[config.mk]
export PLATFORM = sky130hd
export DESIGN_NAME = boton_evento
export DESIGN_NICKNAME = d
export VERILOG_FILES = /design/src/rtl/boton_evento.sv
export SDC_FILE = /design/constraint.sdc
export NUM_CORES = 1
export LEC_CHECK = 0
export ABC_AREA = 1
export CORE_MARGIN = 2
export CORE_UTILIZATION = 60
export CTS_CLUSTER_DIAMETER = 30
export DETAILED_ROUTE_END_ITERATION = 6
export PLACE_DENSITY = 0.78
export RECOVER_POWER = 50
export SETUP_SLACK_MARGIN = 0.5
export SYNTH_ARGS = -nofsm -noshare
export SYNTH_HDL_FRONTEND = slang
export SYNTH_SLANG_ARGS = --single-unit
[constraint.sdc]
create_clock -name clk -period 2.4 [get_ports clk]
set_input_delay 0.72 -clock clk [delete_from_list [all_inputs] [get_ports clk]]
set_output_delay 0.72 -clock clk [all_outputs]
set_load 0.01 [all_outputs]
[src/rtl/boton_evento.sv]
// rtl/boton_evento.sv - button event classifier (press/short/long/repeat/release pulses)
//
// Purpose:
//   Takes the debounced, clk-synchronous button level and classifies each press
//   into single-cycle event pulses for the menu/action FSM downstream.
//
// Parameters:
//   LONG_COUNT    hold cycles from press_pulse to long_pulse (>= 2)
//   REPEAT_COUNT  cycles between repeat_pulse while in LONG (>= 2)
//   REPEAT_EN     1: emit repeat_pulse while held after long; 0: never
//   ACTIVE_LOW    1: btn_lvl==0 means pressed; 0: btn_lvl==1 means pressed
//
// Ports:
//   clk            in   system clock
//   reset          in   asynchronous, active-low reset
//   btn_lvl        in   debounced button level, synchronous to clk
//   en             in   event enable; 0 forces IDLE and suppresses all pulses
//   press_pulse    out  1-cycle pulse on press detection
//   short_pulse    out  1-cycle pulse on release before LONG_COUNT
//   long_pulse     out  1-cycle pulse when the hold reaches LONG_COUNT
//   repeat_pulse   out  1-cycle pulse every REPEAT_COUNT cycles while in LONG
//   release_pulse  out  1-cycle pulse on release from PRESS or LONG
//   holding        out  level, 1 while in PRESS or LONG

module boton_evento #(
   parameter int unsigned LONG_COUNT   = 50_000_000,
   parameter int unsigned REPEAT_COUNT = 12_500_000,
   parameter bit          REPEAT_EN    = 1'b1,
   parameter bit          ACTIVE_LOW   = 1'b1
) (
   input  logic clk,
   input  logic reset,
   input  logic btn_lvl,
   input  logic en,
   output logic press_pulse,
   output logic short_pulse,
   output logic long_pulse,
   output logic repeat_pulse,
   output logic release_pulse,
   output logic holding
);

   localparam int unsigned MAX_COUNT = (LONG_COUNT > REPEAT_COUNT) ? LONG_COUNT : REPEAT_COUNT;
   localparam int unsigned CNT_W     = $clog2(MAX_COUNT);

   localparam logic [CNT_W-1:0] LONG_TERM   = CNT_W'(LONG_COUNT - 1);
   localparam logic [CNT_W-1:0] REPEAT_TERM = CNT_W'(REPEAT_COUNT - 1);
   localparam logic [CNT_W-1:0] CNT_SAT     = CNT_W'(MAX_COUNT - 1);

   typedef enum logic [1:0] {
      ST_IDLE,
      ST_PRESS,
      ST_LONG,
      ST_WAIT_REL
   } state_t;

   state_t           state_q, state_d;
   logic [CNT_W-1:0] cnt_q, cnt_d;
   logic [CNT_W-1:0] cnt_inc;
   logic             en_q;
   logic             pressed;

   logic press_d, short_d, long_d, repeat_d, release_d, holding_d;

   // Polarity normalisation only; the debouncer already synchronised the level.
   assign pressed = btn_lvl ^ ACTIVE_LOW;

   // Saturating increment so the counter never wraps (matters with REPEAT_EN=0).
   assign cnt_inc = (cnt_q == CNT_SAT) ? cnt_q : cnt_q + 1'b1;

   always_comb begin
      state_d   = state_q;
      cnt_d     = cnt_q;
      press_d   = 1'b0;
      short_d   = 1'b0;
      long_d    = 1'b0;
      repeat_d  = 1'b0;
      release_d = 1'b0;

      if (!en) begin
         // Disabled: drop silently to IDLE, no release event.
         state_d = ST_IDLE;
         cnt_d   = '0;
      end else begin
         case (state_q)
            ST_IDLE: begin
               cnt_d = '0;
               if (pressed) begin
                  if (!en_q) begin
                     // Enable just rose with the button already down: that
                     // press started while disabled, so ignore it entirely.
                     state_d = ST_WAIT_REL;
                  end else begin
                     state_d = ST_PRESS;
                     press_d = 1'b1;
                  end
               end
            end

            ST_PRESS: begin
               // Release takes priority over reaching the long threshold.
               if (!pressed) begin
                  state_d   = ST_IDLE;
                  cnt_d     = '0;
                  short_d   = 1'b1;
                  release_d = 1'b1;
               end else if (cnt_q == LONG_TERM) begin
                  state_d = ST_LONG;
                  cnt_d   = '0;
                  long_d  = 1'b1;
               end else begin
                  cnt_d = cnt_inc;
               end
            end

            ST_LONG: begin
               if (!pressed) begin
                  state_d   = ST_IDLE;
                  cnt_d     = '0;
                  release_d = 1'b1;
               end else if (REPEAT_EN && (cnt_q == REPEAT_TERM)) begin
                  cnt_d    = '0;
                  repeat_d = 1'b1;
               end else begin
                  cnt_d = cnt_inc;
               end
            end

            ST_WAIT_REL: begin
               cnt_d = '0;
               if (!pressed) begin
                  state_d = ST_IDLE;
               end
            end

            default: begin
               state_d = ST_IDLE;
               cnt_d   = '0;
            end
         endcase
      end

      // holding is registered from the next state so it lines up with state_q.
      holding_d = (state_d == ST_PRESS) || (state_d == ST_LONG);
   end

   always_ff @(posedge clk or negedge reset) begin
      if (!reset) begin
         state_q       <= ST_IDLE;
         cnt_q         <= '0;
         // Treated as "already enabled" so a button held through reset is
         // classified as a fresh press rather than parked in WAIT_REL.
         en_q          <= 1'b1;
         press_pulse   <= 1'b0;
         short_pulse   <= 1'b0;
         long_pulse    <= 1'b0;
         repeat_pulse  <= 1'b0;
         release_pulse <= 1'b0;
         holding       <= 1'b0;
      end else begin
         state_q       <= state_d;
         cnt_q         <= cnt_d;
         en_q          <= en;
         press_pulse   <= press_d;
         short_pulse   <= short_d;
         long_pulse    <= long_d;
         repeat_pulse  <= repeat_d;
         release_pulse <= release_d;
         holding       <= holding_d;
      end
   end

endmodule

Yosys cells after proc, flatten, opt, wreduce, memory -nomap -nowiden:

Cells that the tools add are included.

* add/subtract/negate cells: 1
* $mul: 0
* divide/modulo/power cells: 0
* order comparisons: 0
* equality and inequality tests: 7
* shifts and indexed selects: 0
* multiplexer cells: 31
* bitwise operators: 0
* reductions and logical operators: 5

Operators with widths (count)
* 2-to-1 mux 26 bit: 6
* one-hot mux 26 bit (3 select lines): 1
* adder 26 x 1 -> 26 bit (second input constant): 1
* == test 26 x 24 -> 1 bit (second input constant): 1
* == test 26 bit (second input constant): 1
* 2-to-1 mux 1 bit: 17
* 2-to-1 mux 2 bit: 6
* == test 2 bit (second input constant): 3
* one-hot mux 2 bit (3 select lines): 1
* OR reduction 2 bit: 3
* == test 2 x 1 -> 1 bit (second input constant): 2
* logical NOT 2 bit: 1
* logical OR 1 bit: 1

* register bits after elaboration: 35
* latch bits: 0
* memory bits (writable): 0
* memory bits (read-only): 0
* input bits: 4
* memories kept: 0

Longest topological paths before layout:

Gate-level depths: netlist of the first run.

* depth in word-level cells: 7
* gate-level depth with buffers: 13
* mapped depth without buffers: 12

Worst setup path after synthesis of the first run:

Ideal clock, no wire load.

* kind: register -> register
* from: register cnt_q[0]
* to: register cnt_q[0]
* setup time: 0.077 ns
* arrival time: 1.606 ns
* path slack: 0.717 ns
* stages on the path, launching flop included: 11
* path buffers: 0
* cell sequence: dfrtp_1 > ha_1 > nand2_1 > nor2_4 > nand3_2 > clkinv_2 > nand4_1 > ha_1 > inv_1 > nand4_1 > a21oi_1

* cells in the longest elaborated chain, start to end: 6
* elaborated cells between the ends (all ways): 10
* classes of those cells: add/sub: 1; eq/ne: 2; mux: 7

RTL lines
* start, declared: line 58 `logic [CNT_W-1:0] cnt_q, cnt_d;`
* start signal, assigned: line 162 `cnt_q <= cnt_d;`
* adder 26 x 1 -> 26 bit / == test 26 bit (equally long branches): line 69, 107
* 2-to-1 mux 26 bit: line 69 `assign cnt_inc = (cnt_q == CNT_SAT) ? cnt_q : cnt_q + 1'b1;`
* 2-to-1 mux 26 bit, on equally long branches: line 121, 107
* 2-to-1 mux 26 bit, on equally long branches: line 117, 102
* one-hot mux 26 bit (3 select lines) (*): line 85 `case (state_q)`
* 2-to-1 mux 26 bit (*): line 80 `if (!en) begin`
* net cnt_d[0]: line 58

Mark *: on every way through the listed nets, which the timed path passes. The rest lies on a longest branch.

Final worst setup path of the first run:

* from: input port en
* to: register repeat_pulse

* cells in the longest elaborated chain, start to end: 1

RTL lines
* start, declared: line 34 `input logic en,`
* 2-to-1 mux 1 bit: line 80
* net repeat_d: line 63 `logic press_d, short_d, long_d, repeat_d, release_d, holding_d;`
* end signal, assigned: line 167 `repeat_pulse <= repeat_d;`
* end, declared: line 38 `output logic repeat_pulse,`

The timed path passes the listed nets, and every way through them passes these cells.

==> results of run 1 <==
## Yosys cell counts
master | instances | area (um2)
sky130_fd_sc_hd__nand3_2 | 2 | 20.0
sky130_fd_sc_hd__nand3_1 | 19 | 95.1
sky130_fd_sc_hd__nor3_1 | 12 | 60.1
sky130_fd_sc_hd__nor2_4 | 5 | 56.3
sky130_fd_sc_hd__nor3b_1 | 1 | 7.51
sky130_fd_sc_hd__nand2_1 | 67 | 251
sky130_fd_sc_hd__buf_2 | 1 | 5.00
sky130_fd_sc_hd__dfstp_2 | 1 | 26.3
sky130_fd_sc_hd__ha_1 | 7 | 87.6
sky130_fd_sc_hd__nor4_1 | 4 | 25.0
sky130_fd_sc_hd__buf_6 | 1 | 11.3
sky130_fd_sc_hd__a21oi_1 | 6 | 30.0
sky130_fd_sc_hd__clkinv_2 | 1 | 5.00
sky130_fd_sc_hd__nand4_1 | 16 | 100
sky130_fd_sc_hd__xor2_1 | 8 | 70.1
sky130_fd_sc_hd__inv_1 | 44 | 165
sky130_fd_sc_hd__nand4_4 | 1 | 21.3
sky130_fd_sc_hd__dfrtp_1 | 34 | 851
sky130_fd_sc_hd__a22oi_1 | 1 | 7.51
sky130_fd_sc_hd__nand3_4 | 1 | 17.5
sky130_fd_sc_hd__buf_4 | 1 | 7.51
sky130_fd_sc_hd__nand3b_1 | 1 | 7.51
sky130_fd_sc_hd__a31oi_1 | 1 | 6.26
sky130_fd_sc_hd__nand2_2 | 5 | 31.3
sky130_fd_sc_hd__nand2_4 | 1 | 11.3
sky130_fd_sc_hd__o21ai_0 | 9 | 45.0
sky130_fd_sc_hd__nor2_2 | 4 | 25.0
sky130_fd_sc_hd__nor3b_2 | 1 | 12.5
sky130_fd_sc_hd__nor2_1 | 68 | 255
sky130_fd_sc_hd__clkbuf_1 | 1 | 3.75
## final timing paths
kind,endpoint,slack (ns),cells after the start
setup reg to reg,cnt_q[0]$_DFF_PN0_,0.52,9
hold / removal,press_pulse$_DFF_PN0_,0.51,2
max in group asynchronous,state_q[1]$_DFF_PN0_,1.30,1
min in group asynchronous,cnt_q[14]$_DFF_PN0_,0.54,1
setup / recovery,repeat_pulse$_DFF_PN0_,0.42,5
hold reg to reg,press_pulse$_DFF_PN0_,0.51,2
## flip-flops by register name (all words and copies together), names as in the netlist
name / count
repeat_pulse: 1
short_pulse: 1
cnt_q: 26
state_q: 2
press_pulse: 1
long_pulse: 1
holding: 1
release_pulse: 1
en_q: 1
## power breakdown
part	switching (mW)	internal (mW)	total, mW
Sequential	0.0175	0.617	0.634
Combinational	0.176	0.0970	0.273
Clock	0.210	0.204	0.413
## final cells by class
cell class / count / share of cell area [%]
Multi-Input combinational cell: 240 / 48.3
Timing Repair Buffer: 18 / 6.13
Clock inverter: 1 / 0.191
Sequential cell: 35 / 33.6
Tap cell: 48 / 2.30
Inverter: 45 / 6.56
Clock buffer: 7 / 2.92
## cells in the final DEF, fill, tap and decap left out, types with 7 or more instances in the layout
master,n
sky130_fd_sc_hd__dfrtp_1,34
sky130_fd_sc_hd__nor3_1,12
sky130_fd_sc_hd__nor2_1,68
sky130_fd_sc_hd__nand2_1,65
sky130_fd_sc_hd__buf_4,9
sky130_fd_sc_hd__o21ai_0,9
sky130_fd_sc_hd__nand3_1,19
sky130_fd_sc_hd__nand4_1,16
sky130_fd_sc_hd__inv_1,42
sky130_fd_sc_hd__xor2_1,8
sky130_fd_sc_hd__nand2_2,7
## routing by layer
layer  share of wire [%]  wire length, um  track usage [%]
met2                  49             2800             48.6
met5                   0                0                0
met3                 6.0              345             6.64
met1                  43             2490             39.0
met4                 1.6               91             8.67
## logic make-up (layout without fill, tap and decap cells)
family | count (synthesis) | after routing
adder cells (fa/ha/maj) | 7 | 7
XOR/XNOR | 8 | 8
flip-flops | 35 | 35
AO/OA/AOI/OAI | 17 | 17
AND/OR/NAND/NOR | 208 | 208
buffers and inverters | 49 | 71
## critical path: cells and delay by family
| kind | cells | cell delay (ns) |
|---|---|---|
| buffers and inverters | 2 | 0.73 |
| AND/OR/NAND/NOR | 3 | 0.69 |
## stage by stage
step                      setup WS (ns)  hold slack [ns]
after floorplan                   0.717            0.424
after global placement            0.228            0.499
after detailed placement          0.229            0.497
after CTS                         0.517            0.508
after global routing              0.369            0.528
final                             0.424            0.510
## what timing repair did
| item | CTS | global route |
|---|---|---|
| pin swaps | 2 | 4 |
| setup buffers | 2 | 5 |
| endpoints found under the setup margin | 1 | 16 |
| resized for setup | 0 | 11 |
==> run metrics, run 1 <==
initial standard-cell utilization of the core=62.9%; maximum buffer depth of the clock tree=2; total of endpoints with negative setup slack in the final report=0; count of boundary I/O pins=10; FP Rows=22; leakage=roughly 1.1 nW; Critical Path RT=approximately 2.6 ns; Clk pin slew, worst setup/hold paths=0.06 ns; clock tree skew after final layout=between 0.008 and 0.009 ns; Layout Area Growth over Synthesis=12.7%; layout cells sized above 1=12.7%; Slew Limit Headroom=approximately two fifths; simple-gate share of the synthesized area=43.0%; share of synthesized cell area in full adder, half adder and majority cells=3.78%; placed cell area=approximately 2500 um2; total negative slack for setup checks=0 ns; number of clock buffers inserted by TritonCTS=5; Final Slew Violations=0; count of antenna diodes in the layout=0; number of input and output port buffers inserted=9; final core area utilization=70.9%; nets=356; WP data arrival=2.13 ns; post-layout total power=between 1 and 1.5 mW; upper clock frequency limit=0.506 GHz; max incr delay on CP=0.59 ns; WL final=5.73 mm; CP Capture Type=flip-flop; flop and latch count out of synthesis=35; count of hold-fix buffers inserted at cts=0; number of endpoints with negative hold slack in the final report=0; synthesized instance count=approximately 320; largest family of logic cells by synthesized area=simple AND/OR/NAND/NOR gates; clock insertion delay at the later pin of the skew report=0.29 ns; per-cell via count in the routed design=5.54; number of antenna violations at the first check in global routing=0; result of the run=finished clean; routed length per placed instance=14.5 um; area fraction in compound gates after synthesis=3.83%; overflow left after global routing=0; DRC marker count from the first detailed-route iteration=240; placed instance count=~380; Final Wtd Congestion=0.935; ordered list of cells on the worst path=dlygate4sd3_1 > inv_1 > nor2_2 > nand2_1 > nor4_1; transition time at the pin with the least slew margin=a little under 0.9 ns; final worst path period share=between 80% and 90%; synthesized netlist net count=335; count of filler cells inserted in the layout=336; library cell used as clock root buffer=sky130_fd_sc_hd__clkbuf_8; Initial DRT Pass Iterations=4; remaining antenna violation count after routing=0; Sinks on Clock Net=35; unrepaired setup endpoints after global routing=yes; mux cell area share after synthesis=0%; power density over the cells=a little over 500 nW/um2; Worst Hold Class=reg2reg; post-synthesis share of cell area spent on xor and xnor gates=3.02%; global routing usage summed across all routing layers=29.6%; vias post-DR=2182; DR DRC count=0; Die Y-Extent=66.2 um; TritonCTS clock tree=done; Register Area=approximately 900 um2; area taken by multi-input logic gates=approximately 1300 um2; largest net degree at the start of global routing=36; Netlist cell types=30; Reg-to-Reg Start=cnt_q[22]$_DFF_PN0_; Layout Cell Area excl Fill=around 2600 um2; hold wc startpoint=en_q$_DFF_PN1_; post-synth design cell area=2320 um2; area of the die=roughly 4400 um2; H-tree levels=2; launch point of the critical path=en; core outline area=3690 um2; number of global-route vias before repair=about 2100; cell at the slowest stage of the critical path=sky130_fd_sc_hd__dlygate4sd3_1; per-instance average area after synthesis=7.16 um2; peak ir drop on the vdd network=0.450 mV; Chip Width=between 60 and 70 um; critical path fanouts, max=5; detailed placer's ending HPWL=4.23 mm; sequential share of the synthesized area=37.8%; kind of start point of the critical path=input port; startpoint-to-endpoint class of the critical path=in2reg; Final Critical Period=1.98 ns; fin cells=394; count of synthesis-stage warnings from yosys=0; first-pass GRT wire length=9.70 mm; number of maximum-capacitance violations=0
(Power assumes the default switching activity.)
==> run 2, diff against run 1 <==
--- a/config.mk
+++ b/config.mk
@@ -7,10 +7,10 @@
 export LEC_CHECK = 0
 export ABC_AREA = 1
 export CORE_MARGIN = 2
-export CORE_UTILIZATION = 60
+export CORE_UTILIZATION = 55
 export CTS_CLUSTER_DIAMETER = 30
 export DETAILED_ROUTE_END_ITERATION = 6
-export PLACE_DENSITY = 0.78
+export PLACE_DENSITY = 0.75
 export RECOVER_POWER = 50
 export SETUP_SLACK_MARGIN = 0.5
 export SYNTH_ARGS = -nofsm -noshare
==> constraint.sdc (replaced) <==
create_clock -name clk -period 1.8 [get_ports clk]
set_input_delay 0.54 -clock clk [delete_from_list [all_inputs] [get_ports clk]]
set_output_delay 0.54 -clock clk [all_outputs]
set_load 0.01 [all_outputs]
==> run 2 against run 1 <==
- the flow now finishes with violations (DRC, setup timing)
- first-iteration DRC count is 55% higher
- worst setup slack worse by 0.49 ns
- cell area is 24% higher
- critical path depth is 3 higher
- sequential cell count stayed put
- global-route usage is 2.1 points higher
- clock skew is 0.0031 ns lower
- clock-buffer cell count is 1 higher
- worst hold slack worse by 0.31 ns
- utilization is 9.3 points higher
- critical path type is now reg2reg
- largest power group unchanged
==> run metrics, run 2 (synthesis results as in run 1) <==
upper clock frequency limit=0.536 GHz; dpl ws=-0.159 ns; Clk pin slew, worst setup/hold paths=0.07 ns; vias post-DR=around 2500; critical path fanouts, max=6; DRC marker count from the first detailed-route iteration=~370; initial standard-cell utilization of the core=57.5%; core outline area=just over 4000 um2; number of clock buffers inserted by TritonCTS=5; largest reg by FF count=cnt_q; Clock Power Share=between 30 and 40%; global routing usage summed across all routing layers=31.7%; CP Capture Type=flip-flop; DR DRC count=8; fraction of power consumed by combinational cells=24.8%; leakage=1.39 nW; placed instance count=399; first-pass GRT wire length=10.8 mm; Net Sw Power=0.627 mW; overflow left after global routing=0; placed cell area=2640 um2; WL final=7.53 mm; peak ir drop on the vdd network=slightly above 0.5 mV; Final Wtd Congestion=0.944; clock insertion delay at the later pin of the skew report=0.29 ns; Sinks on Clock Net=35; slack of the worst reg-to-reg path=-0.07 ns; H-tree levels=2; most used cells in the layout excluding fill and tap cells=57 x sky130_fd_sc_hd__nor2_1, 56 x sky130_fd_sc_hd__nand2_1, 40 x sky130_fd_sc_hd__buf_4; layout cells sized above 1=34.9%; Die Y-Extent=68.9 um; unrepaired setup endpoints after global routing=yes; count of boundary I/O pins=10; Final Slew Violations=0; internal power=1.35 mW; area of the die=4750 um2; total negative slack for setup checks=-0.0669 ns; Final Critical Period=1.87 ns; capture point of the worst reg-to-reg path=cnt_q[0]$_DFF_PN0_; end of the critical path=cnt_q[0]$_DFF_PN0_; Reg2Reg Depth=8; detailed placer's ending HPWL=4.62 mm; worst hold slack after final layout=roughly 0.20 ns; result of the run=complete, but fails checks; violated checks=DRC, setup timing; library cell used as clock root buffer=sky130_fd_sc_hd__clkbuf_8; count of antenna diodes in the layout=0; remaining antenna violation count after routing=0; switching share of total power=about a third; startpoint-to-endpoint class of the critical path=reg2reg; count of filler cells inserted in the layout=around 270; number of endpoints with negative hold slack in the final report=0; Seq pwr share=between 40% and 50%; Reg-to-Reg Start=cnt_q[7]$_DFF_PN0_; count of hold-fix buffers inserted at cts=0; largest net degree at the start of global routing=14; Chip Width=68.9 um; WP data arrival=2.09 ns; clock tree skew after final layout=0.00513 ns; power density over the cells=611 nW/um2; routed length per placed instance=17.1 um; nets=400; per-cell via count in the routed design=5.77; final core area utilization=80.1%; final worst path period share=104%; TritonCTS clock tree=done; transition time at the pin with the least slew margin=0.707 ns; Slew Limit Headroom=52.8%; number of input and output port buffers inserted=9; Initial DRT Pass Iterations=7; total of endpoints with negative setup slack in the final report=1; FP Rows=23; number of maximum-capacitance violations=0; Layout Area Growth over Synthesis=39.2%; fin cells=440; kind of start point of the critical path=flip-flop; launch point of the critical path=cnt_q[7]$_DFF_PN0_; Largest register FFs=26; number of global-route vias before repair=2340; Layout Cell Area excl Fill=3230 um2; Final WS setup=-0.0669 ns; Critical Path RT=2.02 ns; Worst Hold Class=in2async; registers with the most flip-flops=cnt_q: 26 flops, state_q: 2 flops; maximum buffer depth of the clock tree=2; number of antenna violations at the first check in global routing=0; post-layout total power=1.97 mW; leading cell type in the layout, fill and taps excluded=sky130_fd_sc_hd__nor2_1
run 2: area by class of cell:
class	count	area [um2]	area share [%]
clock buffer	8	100	3.10
inverter	45	174	5.39
multi-input combinational	242	1530	47.3
sequential	35	886	27.4
tap	50	62.6	1.94
timing repair buffer	60	478	14.8
run 2: how the worst min path moves through the flow:
stage | start | to | slack [ns] | cells past startpoint
after floorplan | reset | cnt_q[0]$_DFF_PN0_ | 0.24 | 0
final | reset | cnt_q[21]$_DFF_PN0_ | 0.20 | 1
after CTS | reset | cnt_q[23]$_DFF_PN0_ | 0.1 | 1
after global routing | reset | cnt_q[21]$_DFF_PN0_ | 0.26 | 1
after global placement | reset | cnt_q[13]$_DFF_PN0_ | 0.41 | 1
after detailed placement | reset | cnt_q[12]$_DFF_PN0_ | 0.42 | 1
run 2: per-layer routing:
metal,GRT usage (%),part of all wire [%],wire length [um],vias up
met2,54.7,51,3820,131
met5,0,0,0,-
li1,-,-,-,1173
met1,36.6,37,2780,1188
met4,15.7,4.6,347,0
met3,7.63,7.7,582,48
run 2: critical path, stage by stage, from the launching register on:
cell and delay, ns:
sky130_fd_sc_hd__dfrtp_1 0.46, sky130_fd_sc_hd__inv_1 0.16, sky130_fd_sc_hd__nand3_1 0.12, sky130_fd_sc_hd__nor3_1 0.23
sky130_fd_sc_hd__nand4_1 0.21, sky130_fd_sc_hd__ha_1 0.34, sky130_fd_sc_hd__inv_1 0.05, sky130_fd_sc_hd__nand4_1 0.09
sky130_fd_sc_hd__a21oi_1 0.14
run 2: repair_timing:
item / CTS / global route
endpoints found under the hold margin: 0 / 0
gates cloned: 2 / 0
pin swaps: 14 / 16
resized for setup: 58 / 36
buffers inserted: 15 / 16
endpoints found under the setup margin: 39 / 38
run 2: power by group through the flow:
| stage | Sequential (mW) | Clock (mW) | Combinational, mW |
|---|---|---|---|
| after global placement | 0.863 | 0 | 0.393 |
| after detailed placement | 0.863 | 0 | 0.399 |
| after global routing | 0.853 | 0.666 | 0.547 |
| after floorplan | 0.867 | 0 | 0.258 |
| after CTS | 0.850 | 0.646 | 0.452 |
| final | 0.849 | 0.636 | 0.489 |
